$ cat src/rtl/seg7_scan_pkg.sv
// Shared definitions for the multiplexed 7-segment scan driver.
// These are the scan state encoding, the all-segments-off pattern and the
// helper that derives the dwell length from the clock and digit rates.
package seg7_scan_pkg;

  typedef enum logic [0:0] {
    SCAN_BLANK = 1'b0,
    SCAN_ON    = 1'b1
  } scan_state_e;

  // Segment bus is active-low, so all ones means every segment is dark.
  localparam logic [6:0] SEG_ALL_OFF = 7'h7F;

  // The PWM counter runs 0..PWM_LAST and then wraps.
  // A brightness of 15 therefore never drops out.
  localparam logic [3:0] PWM_LAST = 4'd14;

  // Number of clk cycles each digit owns (blank + on), integer division.
  function automatic int dwell_cycles(input int clk_freq_hz, input int digit_rate_hz);
    return clk_freq_hz / digit_rate_hz;
  endfunction

endpackage

$ cat src/rtl/seg7_scan_driver_if.sv
// Bus between the segment decoders and the scan driver.
// It carries the per-digit segment patterns in and the shared segment bus plus
// digit enables out. Optional macro SEG7_SCAN_DIMMING_EN adds the 4-bit
// brightness input.
interface seg7_scan_driver_if #(
  parameter int NUM_DIGITS = 8
);
  logic                  i_enable;
  logic [6:0]            i_hex [0:NUM_DIGITS-1];
  logic [6:0]            o_seg;
  logic [NUM_DIGITS-1:0] o_dig;

`ifdef SEG7_SCAN_DIMMING_EN
  logic [3:0]            i_brightness;

  modport master (
    output i_enable, i_hex, i_brightness,
    input  o_seg, o_dig
  );

  modport slave (
    input  i_enable, i_hex, i_brightness,
    output o_seg, o_dig
  );
`else
  modport master (
    output i_enable, i_hex,
    input  o_seg, o_dig
  );

  modport slave (
    input  i_enable, i_hex,
    output o_seg, o_dig
  );
`endif

endinterface

$ cat src/rtl/seg7_scan_timer.sv
// Loadable down-counter that times both the blank and the on phase of a dwell.
// tc flags the last cycle of a loaded interval (count == 1).
// idle flags a counter that has been cleared and not yet loaded (count == 0).
module seg7_scan_timer #(
  parameter int WIDTH = 4
) (
  input  logic             clk,
  input  logic             rst,
  input  logic             clear,
  input  logic             load,
  input  logic [WIDTH-1:0] load_value,
  output logic             tc,
  output logic             idle
);

  logic [WIDTH-1:0] count;

  // Clear beats load, load beats decrement; the counter parks at zero.
  always_ff @(posedge clk) begin
    if (rst || clear) begin
      count <= '0;
    end else if (load) begin
      count <= load_value;
    end else if (count != '0) begin
      count <= count - WIDTH'(1);
    end
  end

  assign tc   = (count == WIDTH'(1));
  assign idle = (count == '0);

endmodule

$ cat src/rtl/seg7_scan_driver.sv
// Time-multiplexes per-digit segment patterns onto one shared segment bus.
// Digit enables are one-hot, and a blanking interval opens every dwell.
// Each digit's pattern is snapshotted when the digit lights, so a display
// never tears. Optional macro SEG7_SCAN_DIMMING_EN adds PWM brightness
// gating of the digit enable.
module seg7_scan_driver
  import seg7_scan_pkg::*;
#(
  parameter int NUM_DIGITS     = 8,
  parameter int CLK_FREQ_HZ    = 50000000,
  parameter int DIGIT_RATE_HZ  = 1000,
  parameter int BLANK_CYCLES   = 16,
  parameter int DIG_ACTIVE_LOW = 1
) (
  input  logic             clk,
  input  logic             rst,
  seg7_scan_driver_if.slave bus
);

  localparam int DWELL_CYCLES = dwell_cycles(CLK_FREQ_HZ, DIGIT_RATE_HZ);
  localparam int ON_CYCLES    = DWELL_CYCLES - BLANK_CYCLES;
  localparam int CNT_W        = (DWELL_CYCLES > 1) ? $clog2(DWELL_CYCLES) : 1;
  localparam int IDX_W        = (NUM_DIGITS > 1) ? $clog2(NUM_DIGITS) : 1;

  localparam logic [0:0] ST_BLANK = SCAN_BLANK;
  localparam logic [0:0] ST_ON    = SCAN_ON;

  localparam logic [CNT_W-1:0]      BLANK_LOAD = CNT_W'(BLANK_CYCLES);
  localparam logic [CNT_W-1:0]      ON_LOAD    = CNT_W'(ON_CYCLES);
  localparam logic [IDX_W-1:0]      IDX_LAST   = IDX_W'(NUM_DIGITS - 1);
  localparam logic [NUM_DIGITS-1:0] DIG_OFF    = {NUM_DIGITS{DIG_ACTIVE_LOW != 0}};
  localparam logic [NUM_DIGITS-1:0] DIG_ONE    = NUM_DIGITS'(1);

  if (NUM_DIGITS < 1 || NUM_DIGITS > 8) begin : g_bad_num_digits
    $error("seg7_scan_driver: NUM_DIGITS must be in 1..8");
  end
  if (BLANK_CYCLES < 1 || BLANK_CYCLES >= DWELL_CYCLES) begin : g_bad_blank
    $error("seg7_scan_driver: BLANK_CYCLES must satisfy 1 <= BLANK_CYCLES < DWELL_CYCLES");
  end

  logic [0:0]            state_q, state_d;
  logic [IDX_W-1:0]      idx_q, idx_d;
  logic [6:0]            seg_q, seg_d;
  logic [NUM_DIGITS-1:0] dig_q, dig_d;
  logic [NUM_DIGITS-1:0] dig_sel;
  logic                  tmr_clear, tmr_load, tmr_tc, tmr_idle;
  logic [CNT_W-1:0]      tmr_value;
  logic                  lit_entry, lit_run;

  // The blank phase starts from an idle timer after reset or disable,
  // and from a loaded timer after a normal ON exit. Reloading at that exit
  // edge makes the exit cycle itself the first blank cycle.
  seg7_scan_timer #(
    .WIDTH (CNT_W)
  ) u_timer (
    .clk        (clk),
    .rst        (rst),
    .clear      (tmr_clear),
    .load       (tmr_load),
    .load_value (tmr_value),
    .tc         (tmr_tc),
    .idle       (tmr_idle)
  );

  assign dig_sel = DIG_OFF ^ (DIG_ONE << idx_q);

`ifdef SEG7_SCAN_DIMMING_EN
  logic [3:0] bright_q;
  logic [3:0] pwm_q;
  logic [3:0] pwm_step;
  logic       on_entry;

  assign on_entry  = bus.i_enable && (state_q == ST_BLANK) && !tmr_idle && tmr_tc;
  assign pwm_step  = (pwm_q == PWM_LAST) ? 4'd0 : pwm_q + 4'd1;
  assign lit_entry = (bus.i_brightness != 4'd0);
  assign lit_run   = (pwm_step < bright_q);

  // Brightness is frozen with the segment snapshot and the PWM phase restarts per digit.
  always_ff @(posedge clk) begin
    if (rst) begin
      bright_q <= 4'd0;
      pwm_q    <= 4'd0;
    end else if (on_entry) begin
      bright_q <= bus.i_brightness;
      pwm_q    <= 4'd0;
    end else if (state_q == ST_ON) begin
      pwm_q    <= pwm_step;
    end
  end
`else
  assign lit_entry = 1'b1;
  assign lit_run   = 1'b1;
`endif

  // Next-state, next-output and timer control; disable dominates everything but reset.
  always_comb begin
    state_d   = state_q;
    idx_d     = idx_q;
    seg_d     = seg_q;
    dig_d     = dig_q;
    tmr_clear = 1'b0;
    tmr_load  = 1'b0;
    tmr_value = '0;

    if (!bus.i_enable) begin
      state_d   = ST_BLANK;
      seg_d     = SEG_ALL_OFF;
      dig_d     = DIG_OFF;
      tmr_clear = 1'b1;
    end else if (state_q == ST_BLANK) begin
      seg_d = SEG_ALL_OFF;
      dig_d = DIG_OFF;
      if (tmr_idle) begin
        tmr_load  = 1'b1;
        tmr_value = BLANK_LOAD;
      end else if (tmr_tc) begin
        state_d   = ST_ON;
        tmr_load  = 1'b1;
        tmr_value = ON_LOAD;
        seg_d     = bus.i_hex[idx_q];
        dig_d     = lit_entry ? dig_sel : DIG_OFF;
      end
    end else begin
      if (tmr_tc) begin
        state_d   = ST_BLANK;
        tmr_load  = 1'b1;
        tmr_value = BLANK_LOAD;
        seg_d     = SEG_ALL_OFF;
        dig_d     = DIG_OFF;
        idx_d     = (idx_q == IDX_LAST) ? '0 : idx_q + IDX_W'(1);
      end else begin
        dig_d     = lit_run ? dig_sel : DIG_OFF;
      end
    end
  end

  // State, digit index and the registered display outputs.
  always_ff @(posedge clk) begin
    if (rst) begin
      state_q <= ST_BLANK;
      idx_q   <= '0;
      seg_q   <= SEG_ALL_OFF;
      dig_q   <= DIG_OFF;
    end else begin
      state_q <= state_d;
      idx_q   <= idx_d;
      seg_q   <= seg_d;
      dig_q   <= dig_d;
    end
  end

  assign bus.o_seg = seg_q;
  assign bus.o_dig = dig_q;

endmodule

$ cat src/flat_wrapper.sv
// flat-port wrapper written by rule: the top's interface ports become plain ports
module seg7_scan_driver_flat import seg7_scan_pkg::*;
#(
  parameter int NUM_DIGITS     = 8,
  parameter int CLK_FREQ_HZ    = 50000000,
  parameter int DIGIT_RATE_HZ  = 1000,
  parameter int BLANK_CYCLES   = 16,
  parameter int DIG_ACTIVE_LOW = 1
)
  (clk, rst, bus_i_enable, bus_i_hex, bus_o_seg, bus_o_dig);
  seg7_scan_driver_if #(.NUM_DIGITS(NUM_DIGITS)) bus_i ();
  input  logic clk;
  input  logic rst;
  input wire logic [$bits(bus_i.i_enable)-1:0] bus_i_enable;
  input wire logic [$bits(bus_i.i_hex)-1:0] bus_i_hex;
  output wire logic [$bits(bus_i.o_seg)-1:0] bus_o_seg;
  output wire logic [$bits(bus_i.o_dig)-1:0] bus_o_dig;
  assign bus_i.i_enable = bus_i_enable;
  assign bus_i.i_hex = {>>{bus_i_hex}};
  assign bus_o_seg = bus_i.o_seg;
  assign bus_o_dig = bus_i.o_dig;
  seg7_scan_driver #(.NUM_DIGITS(NUM_DIGITS), .CLK_FREQ_HZ(CLK_FREQ_HZ), .DIGIT_RATE_HZ(DIGIT_RATE_HZ), .BLANK_CYCLES(BLANK_CYCLES), .DIG_ACTIVE_LOW(DIG_ACTIVE_LOW)) u_core (.clk(clk), .rst(rst), .bus(bus_i));
endmodule
$ cat config.mk
export PLATFORM = sky130hd
export DESIGN_NAME = seg7_scan_driver_flat
export DESIGN_NICKNAME = d
export VERILOG_FILES = /design/src/rtl/seg7_scan_pkg.sv /design/src/rtl/seg7_scan_driver_if.sv /design/src/rtl/seg7_scan_timer.sv /design/src/rtl/seg7_scan_driver.sv /design/src/flat_wrapper.sv
export SDC_FILE = /design/constraint.sdc
export NUM_CORES = 1
export LEC_CHECK = 0
export CAP_MARGIN = 20
export CORE_ASPECT_RATIO = 0.7
export CORE_MARGIN = 5
export CORE_UTILIZATION = 45
export CTS_CLUSTER_DIAMETER = 40
export CTS_CLUSTER_SIZE = 12
export DETAILED_ROUTE_END_ITERATION = 7
export PLACE_DENSITY = 0.8
export SETUP_SLACK_MARGIN = 0.4
export SLEW_MARGIN = 20
export SYNTH_ARGS = -nofsm -noshare
export SYNTH_HDL_FRONTEND = slang
export SYNTH_HIERARCHICAL = 1
export SYNTH_SLANG_ARGS = --single-unit
$ cat constraint.sdc
create_clock -name clk -period 3.6 [get_ports clk]
set_input_delay 0.36 -clock clk [delete_from_list [all_inputs] [get_ports clk]]
set_output_delay 0.36 -clock clk [all_outputs]
set_load 0.05 [all_outputs]
# Yosys cells after proc, flatten, opt, wreduce, memory -nomap -nowiden
# Index checks and enable logic that the tools add are counted.
dict set report word_totals {
  regBits 35
  out_inout_bits 15
  elab_cells 48
}
dict set report op_classes {
  addsub 2
  n_lt_le_gt_ge 1
  eq_ne 3
  n_shift 1
  n_mux 27
  bitwise 3
  n_reduce_logical 6
}
# operator n
set ops {}
lappend ops {{$mux 16} 6}
lappend ops {{$mux 7} 6}
lappend ops {{$mux 8} 4}
lappend ops {{$bmux 7 s3} 1}
lappend ops {{$eq 16x1->1 const B} 1}
lappend ops {{$logic_not 16->1} 1}
lappend ops {{$reduce_bool 16->1} 1}
lappend ops {{$sub 16x1->16 const B} 1}
lappend ops {{$mux 1} 8}
lappend ops {{$not 8->8} 1}
lappend ops {{$shl 1x3->8 const A} 1}
lappend ops {{$mux 5} 1}
lappend ops {{$ge 4x4->1 const B} 1}
lappend ops {{$not 3->4} 1}
lappend ops {{$add 3x1->3 const B} 1}
lappend ops {{$eq 3x3->1 const B} 1}
lappend ops {{$mux 3} 1}
lappend ops {{$reduce_and 3->1} 1}
lappend ops {{$ne 2x2->1 const B} 1}
lappend ops {{$reduce_bool 2->1} 1}
lappend ops {{$reduce_or 2->1} 1}
lappend ops {{$logic_or 1x1->1} 1}
lappend ops {{$not 1->1} 1}

# Longest topological paths before layout
# Gate-level depths: netlist of run 1.
dict set report depth {
  ltp_word 7
  ltp_mapped 13
  mapped_depth_nobuf 11
}

# Hierarchy
# Netlist of run 1, hierarchy kept.
# mod instances cells_per_inst area_per_inst_um2 seq_area_each_um2
set by_module_without_submodules {}
lappend by_module_without_submodules {seg7_scan_driver 1 127 1231.2 380.4}
lappend by_module_without_submodules {seg7_scan_timer 1 112 902.1 320.3}

# Least setup slack after synthesis of run 1
# OpenSTA, ideal clock, no wires.
dict set report synth_path {
  path_type {register -> register}
  from {register u_core.u_timer.count[0]}
  to {register u_core.u_timer.count[4]}
  arrival_time_ns 2.525
  required_time_ns 3.526
  path_slack_ns 1.001
  path_stages_with_launch 14
  path_buffers 2
  period_less_slack_ns 2.599
  cell_sequence {dfxtp_1 inv_1 ha_1 clkbuf_1 nor4b_1 nand4_1 inv_1 a21oi_1 nor2_1 inv_1 nor3_1 clkbuf_1 nand2_1 o21ai_0}
}
# element line
set synth_rtl {}
lappend synth_rtl {{start, declared} seg7_scan_timer.sv:16} ;# logic [WIDTH-1:0] count;
lappend synth_rtl {{start signal, assigned} seg7_scan_timer.sv:23} ;# count <= load_value;
lappend synth_rtl {{start signal, assigned} seg7_scan_timer.sv:25} ;# count <= count - WIDTH'(1);
lappend synth_rtl {{$logic_not 16->1 *} seg7_scan_timer.sv:30} ;# assign idle = (count == '0);
lappend synth_rtl {{named net u_core.tmr_idle} seg7_scan_driver.sv:46} ;# logic tmr_clear, tmr_load, tmr_tc, tmr_idle;
lappend synth_rtl {{$mux 1 *} seg7_scan_driver.sv:113} ;# if (tmr_idle) begin
lappend synth_rtl {{$mux 1 *} seg7_scan_driver.sv:110} ;# end else if (state_q == ST_BLANK) begin
lappend synth_rtl {{$mux 1 *} seg7_scan_driver.sv:105} ;# if (!bus.i_enable) begin
lappend synth_rtl {{named net u_core.tmr_load} seg7_scan_driver.sv:46}
lappend synth_rtl {{$mux 16 / $reduce_bool 2->1 (equally long branches)} -}
# The timed path passes the listed nets; every way through them passes the cells marked *. The select of a mux whose other input is x is not followed.
# A chain may end at the register's enable or synchronous reset.

# Worst setup path after layout of run 1
# Ends and elaborated chain as after synthesis.

==> Implementation_results.wiki, run 1 <==
{| class="wikitable"
! Metric !! Value
|-
| Post-CTS setup buffer count || 0
|-
| Remaining global-route overflow || 0
|-
| First-pass GRT wire length || 9.85 mm
|-
| Clock insertion delay at the later pin of the skew report || 290 ps
|-
| LEAKAGE || ~1.1 nW
|-
| Peak VDD IR || between 0.2 and 0.25 mV
|-
| Setup skew after layout || 8.81 ps
|-
| Cell Chain, Critical Path || inv_1, ha_1, nor4b_1, nand4_1, inv_1, a21oi_1, nor2_1, inv_1, nor3_1, buf_4, nand2_1, o21ai_0
|-
| Routability cong. || 0.885
|-
| Antenna cells || 0
|-
| Clock sink total || 35
|-
| Cell with the biggest individual delay on the critical path || dfxtp_1
|-
| Nature of the critical path endpoint || flop
|-
| Outcome || complete, but fails checks
|-
| HPWL Detailed || 4.88 mm
|-
| ANT nets after route || 0
|-
| Worst Slack Setup Final || about 740 ps
|-
| Ratio of cells with drive above 1 in the final layout || 10.5%
|-
| Top achievable clock speed || 0.350 GHz
|-
| Power density cells || 525 nW/µm²
|-
| Failing checks || DRC
|-
| Die Wd || 92.3 µm
|-
| Quantity of hold-fixing buffers added after cts || 0
|-
| Post_cts resized || 0
|-
| Initial antenna violation count || 0
|-
| Chip height || 67.6 µm
|-
| Avg Cell Area, Syn || around 8.9 µm²
|-
| Worst path arrival time || 3060 ps
|-
| Port bufs || 73
|-
| Worst-case setup slack after placement || 869 ps
|-
| CP Data Required Time || about 3800 ps
|-
| Final instance count without filler cells || 380
|-
| Main flop type after synthesis || dfxtp_1
|-
| Slew of the pin with the lowest slew margin || 896 ps
|-
| DRC marker count from the first detailed-route iteration || 84
|-
| Startpoint type of the worst setup path || flop
|-
| Number of warning messages in the yosys log || 6
|-
| Initial standard-cell utilization of the core || 45.6%
|-
| Pin count of the biggest net entering global routing || 22
|-
| Total iterations of the first detailed-routing run || 6
|-
| Unrepaired setup endpoints after global routing || no
|-
| Most frequent cells in the layout || 73 x clkdlybuf4s50_1, 35 x dfxtp_1, 24 x nand2_1, 23 x nor2_1, 17 x mux2i_1
|-
| H-tree depth || 2
|-
| Layout area overhead || 43.6%
|-
| Number of storage elements in the synthesis netlist || 35
|-
| Routed WL per cell || 15.7 µm
|-
| Total core area || 4680 µm²
|-
| Area enclosed by the die boundary || 6240 µm²
|-
| Routed vias/inst || 5.32
|-
| Slew Limit Fails || 0
|-
| Top fanout value on the critical path || 12
|-
| Post-synthesis cell area || 2130 µm²
|-
| Cell occurring most often along the worst timing path || inv_1
|-
| Post-Route Setup TNS || 0 ps
|-
| Maximum Capacitance Violations || 0
|-
| Count of unresolved DRC violations after routing || 1
|-
| Crit path time final || 2860 ps
|-
| Number of nets at the end of the flow || 389
|-
| Portion of the post-synthesis area used by sequential elements || around a third
|-
| CTS Buf Count || 5
|-
| Final count of negative-setup-slack endpoints || 0
|-
| Most common library cell in the layout ignoring fill and taps || clkdlybuf4s50_1
|-
| DP Cell Count || 372
|-
| Final Hold Fails || 0
|-
| Asr flop ratio synth || 0%
|-
| CTS tree || built
|-
| Root Driver || clkbuf_8
|-
| Share of the core filled with cells || between 60% and 70%
|-
| Highest cell delay on the worst timing path || 360 ps
|-
| Maximum clock insertion buffer count || 2
|-
| Global routing usage summed across all routing layers || 20.1%
|-
| Worst relative slew slack || 40.2%
|-
| Portion of the clock cycle consumed by the worst path in the final layout || 79.3%
|-
| Aggregate routed wire length || around 6.0 mm
|-
| Number of cells produced by synthesis || 239
|-
| Clock transition at the registers of the reported paths || around 70 ps
|-
| Vias in the first global route || between 1,500 and 2,000
|-
| Cell Rows || 21
|-
| Path type of the worst min-delay path || flop to flop
|-
| Number of different library cells in the post-synthesis netlist || 48
|-
| Path type of the worst setup path || flop to flop
|-
| Top-level port count || 74
|-
| Total via count after detailed routing || 2,023
|-
| Number of flops mapped to enable cells by yosys || 0
|}
## kinds of logic (layout without fill, tap and decap cells)
group	Yosys count	in the layout	share of synthesized area, %
simple gates	88	88	22.0
compound gates	47	47	15.8
flops	35	35	32.8
mux	32	32	15.9
buf+inv	18	93	4.46
xor+xnor	10	10	4.11
fa+ha+maj	8	8	4.69
other cells	1	10	0.176
## sequential cells by signal, summed over array words and instances (netlist names)
signal	flops
u_core/idx_q	3
u_core/bus.o_seg	7
u_core/state_q	1
u_core/bus.o_dig	8
u_core/u_timer/count	16
## layer usage
layer | track usage (%) | up-vias | share of wire (%)
li1 | - | 1021 | -
met1 | 26.5 | 941 | 46
met2 | 35.3 | 59 | 49
met3 | 2.90 | 2 | 4.4
met4 | 4.44 | 0 | 0.27
met5 | 0 | - | 0
## critical path, delay by kind of cell (launching register included)
kind                       cells  cell delay (ps)
DFF                            1              360
adders and majority gates      1              340
and+or+nand+nor                5             1160
AOI/OAI and AO/OA              2              170
buffers and inverters          4              730
## power breakdown
part           total [mW]  switching, mW  internal, mW
registers           0.508         0.0677         0.440
clock network       0.416          0.139         0.277
logic               0.684          0.377         0.308
total                1.61          0.583          1.02
## synthesized netlist by cell type (all sizes together) (2+ instances only)
cell type / number / area share (%)
dfxtp: 35 / 33
nand2: 25 / 4.5
nor2: 24 / 4.6
mux2i: 17 / 8.0
mux2: 15 / 7.9
o21ai: 13 / 3.0
a31oi: 9 / 2.6
inv: 9 / 1.6
ha: 8 / 4.7
nand3: 7 / 1.6
a22oi: 6 / 2.1
nand4: 6 / 1.8
nor3: 6 / 1.4
o22a: 6 / 2.5
buf: 5 / 2.2
xnor2: 5 / 2.1
xor2: 5 / 2.1
a21oi: 4 / 1.5
clkbuf: 4 / 0.70
nor4: 4 / 2.2
or3: 4 / 1.2
a22o: 2 / 0.82
a2bb2oi: 2 / 0.82
or2: 2 / 0.59
or2b: 2 / 0.82
or4: 2 / 0.88
## path summary, 6_finish.rpt
check,to,slack [ps],cells after the start,start
max,u_core/u_timer/count[4],740,12,u_core/u_timer/count[0]
min,u_core/bus.o_seg[5],490,2,u_core/bus.o_seg[5]
max reg2reg,u_core/u_timer/count[4],740,12,u_core/u_timer/count[0]
min reg2reg,u_core/bus.o_seg[5],490,2,u_core/bus.o_seg[5]
## per-stage QoR
| stage | total power [mW] | instance area (µm²) | hold slack, ps |
|---|---|---|---|
| after floorplan | 0.989 | 2170 | 429 |
| after global placement | 1.18 | 2930 | 473 |
| after detailed placement | 1.19 | 2930 | 484 |
| after CTS | 1.61 | 3060 | 495 |
| after global routing | 1.71 | 3060 | 507 |
| final | 1.61 | 3060 | 489 |
## cell type report
type / count / area, µm²
clock inverters: 2 / 60.1
repair buffers: 76 / 753
multi-input cells: 195 / 1370
inverters: 9 / 33.8
fillers: 394 / 1610
flip-flops and latches: 35 / 701
well taps: 57 / 71.3
clock buffers: 6 / 72.6
Power figures use the tool's default switching activity.
==> inputs of run 2 (changes only) <==
- clock period: 3.6 -> 2.8 ns (I/O delays scaled with it)
==> run 2 against run 1 <==
Net effect:
- the flow now finishes without violations
- clock power up 9.6%
- clock skew fell by 3.1 ps
- sequential power up 31%
- die area unchanged
- critical path type unchanged
- largest power group unchanged
==> Implementation_results.wiki, run 2 (same netlist as run 1, synthesis figures left out) <==
{| class="wikitable"
! Metric !! Value
|-
| Outcome || completed
|-
| Root Driver || clkbuf_8
|-
| Top-level port count || 74
|-
| Slew Limit Fails || 0
|-
| Worst-case setup slack after placement || 294 ps
|-
| Global routing usage summed across all routing layers || 19.7%
|-
| Peak VDD IR || 0.403 mV
|-
| ANT nets after route || 0
|-
| Register area || between 700 and 800 µm²
|-
| First-pass GRT wire length || 9.46 mm
|-
| Crit path time final || 2300 ps
|-
| Startpoint type of the worst setup path || flop
|-
| Port bufs || 73
|-
| Post-CTS setup buffer count || 0
|-
| Total via count after detailed routing || 2,039
|-
| Global-route track usage on met2 || ~33%
|-
| Path type of the worst setup path || flop to flop
|-
| Number of nets at the end of the flow || roughly 390
|-
| CP Data Required Time || 3010 ps
|-
| Count of filler cells inserted in the layout || 380
|-
| Setup skew after layout || 5.66 ps
|-
| Total core area || ~4700 µm²
|-
| Crit-path leading delay family || simple AND/OR/NAND/NOR gates
|-
| H-tree depth || 2
|-
| Met3 layer usage reported by global route || 4.01%
|-
| Global route hottest layer || met2
|-
| Maximum Capacitance Violations || 0
|-
| Pin count of the biggest net entering global routing || 34
|-
| Area after DPL || 2950 µm²
|-
| Routed vias/inst || around 5.3
|-
| Top achievable clock speed || around 0.44 GHz
|-
| Nature of the critical path endpoint || flop
|-
| Cell Chain, Critical Path || nor4_4, nand2_1, nor2_2, or3b_4, nor2_2, o21ai_0, a31oi_1
|-
| Final instance area || 3100 µm²
|-
| Initial standard-cell utilization of the core || 45.6%
|-
| Remaining global-route overflow || 0
|-
| Portion of the clock cycle consumed by the worst path in the final layout || 82.0%
|-
| Ratio of cells with drive above 1 in the final layout || 13.5%
|-
| Worst path arrival time || 2500 ps
|-
| Routed WL per cell || approximately 16 µm
|-
| Antenna cells || 0
|-
| Cell Rows || 21
|-
| LEAKAGE || 1.14 nW
|-
| Clock transition at the registers of the reported paths || 80 ps
|-
| Unrepaired setup endpoints after global routing || no
|-
| CTS Buf Count || 5
|-
| Clock insertion delay at the later pin of the skew report || approximately 290 ps
|-
| Total iterations of the first detailed-routing run || 4
|-
| Routability cong. || around 0.94
|-
| Vias in the first global route || 1,916
|-
| Worst relative slew slack || 60.2%
|-
| Met1 usage || 26.5%
|-
| Chip height || 67.6 µm
|-
| Area enclosed by the die boundary || 6240 µm²
|-
| Die Wd || about 90 µm
|-
| Initial antenna violation count || 0
|-
| HPWL Detailed || 4.65 mm
|-
| Final count of negative-setup-slack endpoints || 0
|-
| Top fanout value on the critical path || 6
|-
| Cell occurring most often along the worst timing path || nor2_2
|-
| Flip-flop count of the largest register, all copies and words added || 16
|-
| Cell with the biggest individual delay on the critical path || or3b_4
|-
| Post-Route Setup TNS || 0 ps
|-
| PnR Total Power || approximately 2.1 mW
|-
| Power density cells || 675 nW/µm²
|-
| Path type of the worst min-delay path || flop to flop
|-
| Worst Slack Setup Final || 504 ps
|-
| Slew of the pin with the lowest slew margin || 595 ps
|-
| Most common library cell in the layout ignoring fill and taps || clkdlybuf4s50_1
|-
| Count of buffering cells on the critical path with inverters included || 0
|-
| Aggregate routed wire length || roughly 6 mm
|-
| DRC marker count from the first detailed-route iteration || approximately 180
|-
| Layout area overhead || 45.5%
|-
| Area used by multi-input combinational logic || 1420 µm²
|-
| Register containing the most flip-flops in the final layout || u_core/u_timer/count
|-
| Final Hold Fails || 0
|-
| Highest cell delay on the worst timing path || 470 ps
|-
| Clock sink total || 35
|-
| Most frequent cells in the layout || 73 x clkdlybuf4s50_1, 35 x dfxtp_1, 24 x nand2_1, 20 x nor2_1, 17 x mux2i_1
|-
| Maximum clock insertion buffer count || 2
|-
| CTS tree || built
|-
| Count of unresolved DRC violations after routing || 0
|}
run 2: worst register-to-register path, cell delays in order, from the launching register on:
cell and delay, ps:
dfxtp_1 380, nor4_4 460, nand2_1 180, nor2_2 230, or3b_4 470, nor2_2 180
o21ai_0 110, a31oi_1 200
run 2: path summary, 6_finish.rpt:
check                               start                  endpoint  slack (ps)  cells after the start
hold reg to reg       u_core/bus.o_seg[5]       u_core/bus.o_seg[5]         490                      2
setup reg to reg  u_core/u_timer/count[8]  u_core/u_timer/count[14]         500                      7
setup / recovery  u_core/u_timer/count[8]  u_core/u_timer/count[14]         500                      7
hold / removal        u_core/bus.o_seg[5]       u_core/bus.o_seg[5]         490                      2
run 2: area by class of cell:
cell class              instances  share of cell area (%)
inverters                       9                    1.09
clock buffers                   5                    2.22
flip-flops and latches         35                    22.6
multi-input cells             195                    45.7
repair buffers                 78                    24.7
well taps                      57                    2.30
clock inverters                 3                    1.41
run 2: power breakdown:
group          total, mW  switching, mW  internal (mW)
Clock              0.456          0.191          0.265
Sequential         0.663         0.0980          0.565
Combinational      0.975          0.521          0.454
Total               2.09          0.810           1.28
run 2: stage by stage:
step	instances	util, %	hold WS, ps
floorplan	248	-	349
global placement	374	63.1	478
detailed placement	374	63.1	480
CTS	382	65.8	489
global route	382	66.4	501
finish	382	66.4	487
run 2: per-layer routing:
layer | routed length, µm | vias to the layer above
li1 | - | 1028
met1 | 2660 | 939
met2 | 2780 | 68
met3 | 458 | 4
met4 | 53 | 0
met5 | 0 | -
run 2: timing repair:
| item | 4_1_cts | 5_1_grt |
|---|---|---|
| hold buffers | 0 | 0 |
| pin swaps | 0 | 0 |
| endpoints found under the setup margin | 5 | 16 |
| gates resized for setup | 2 | 8 |
| cloned | 0 | 0 |
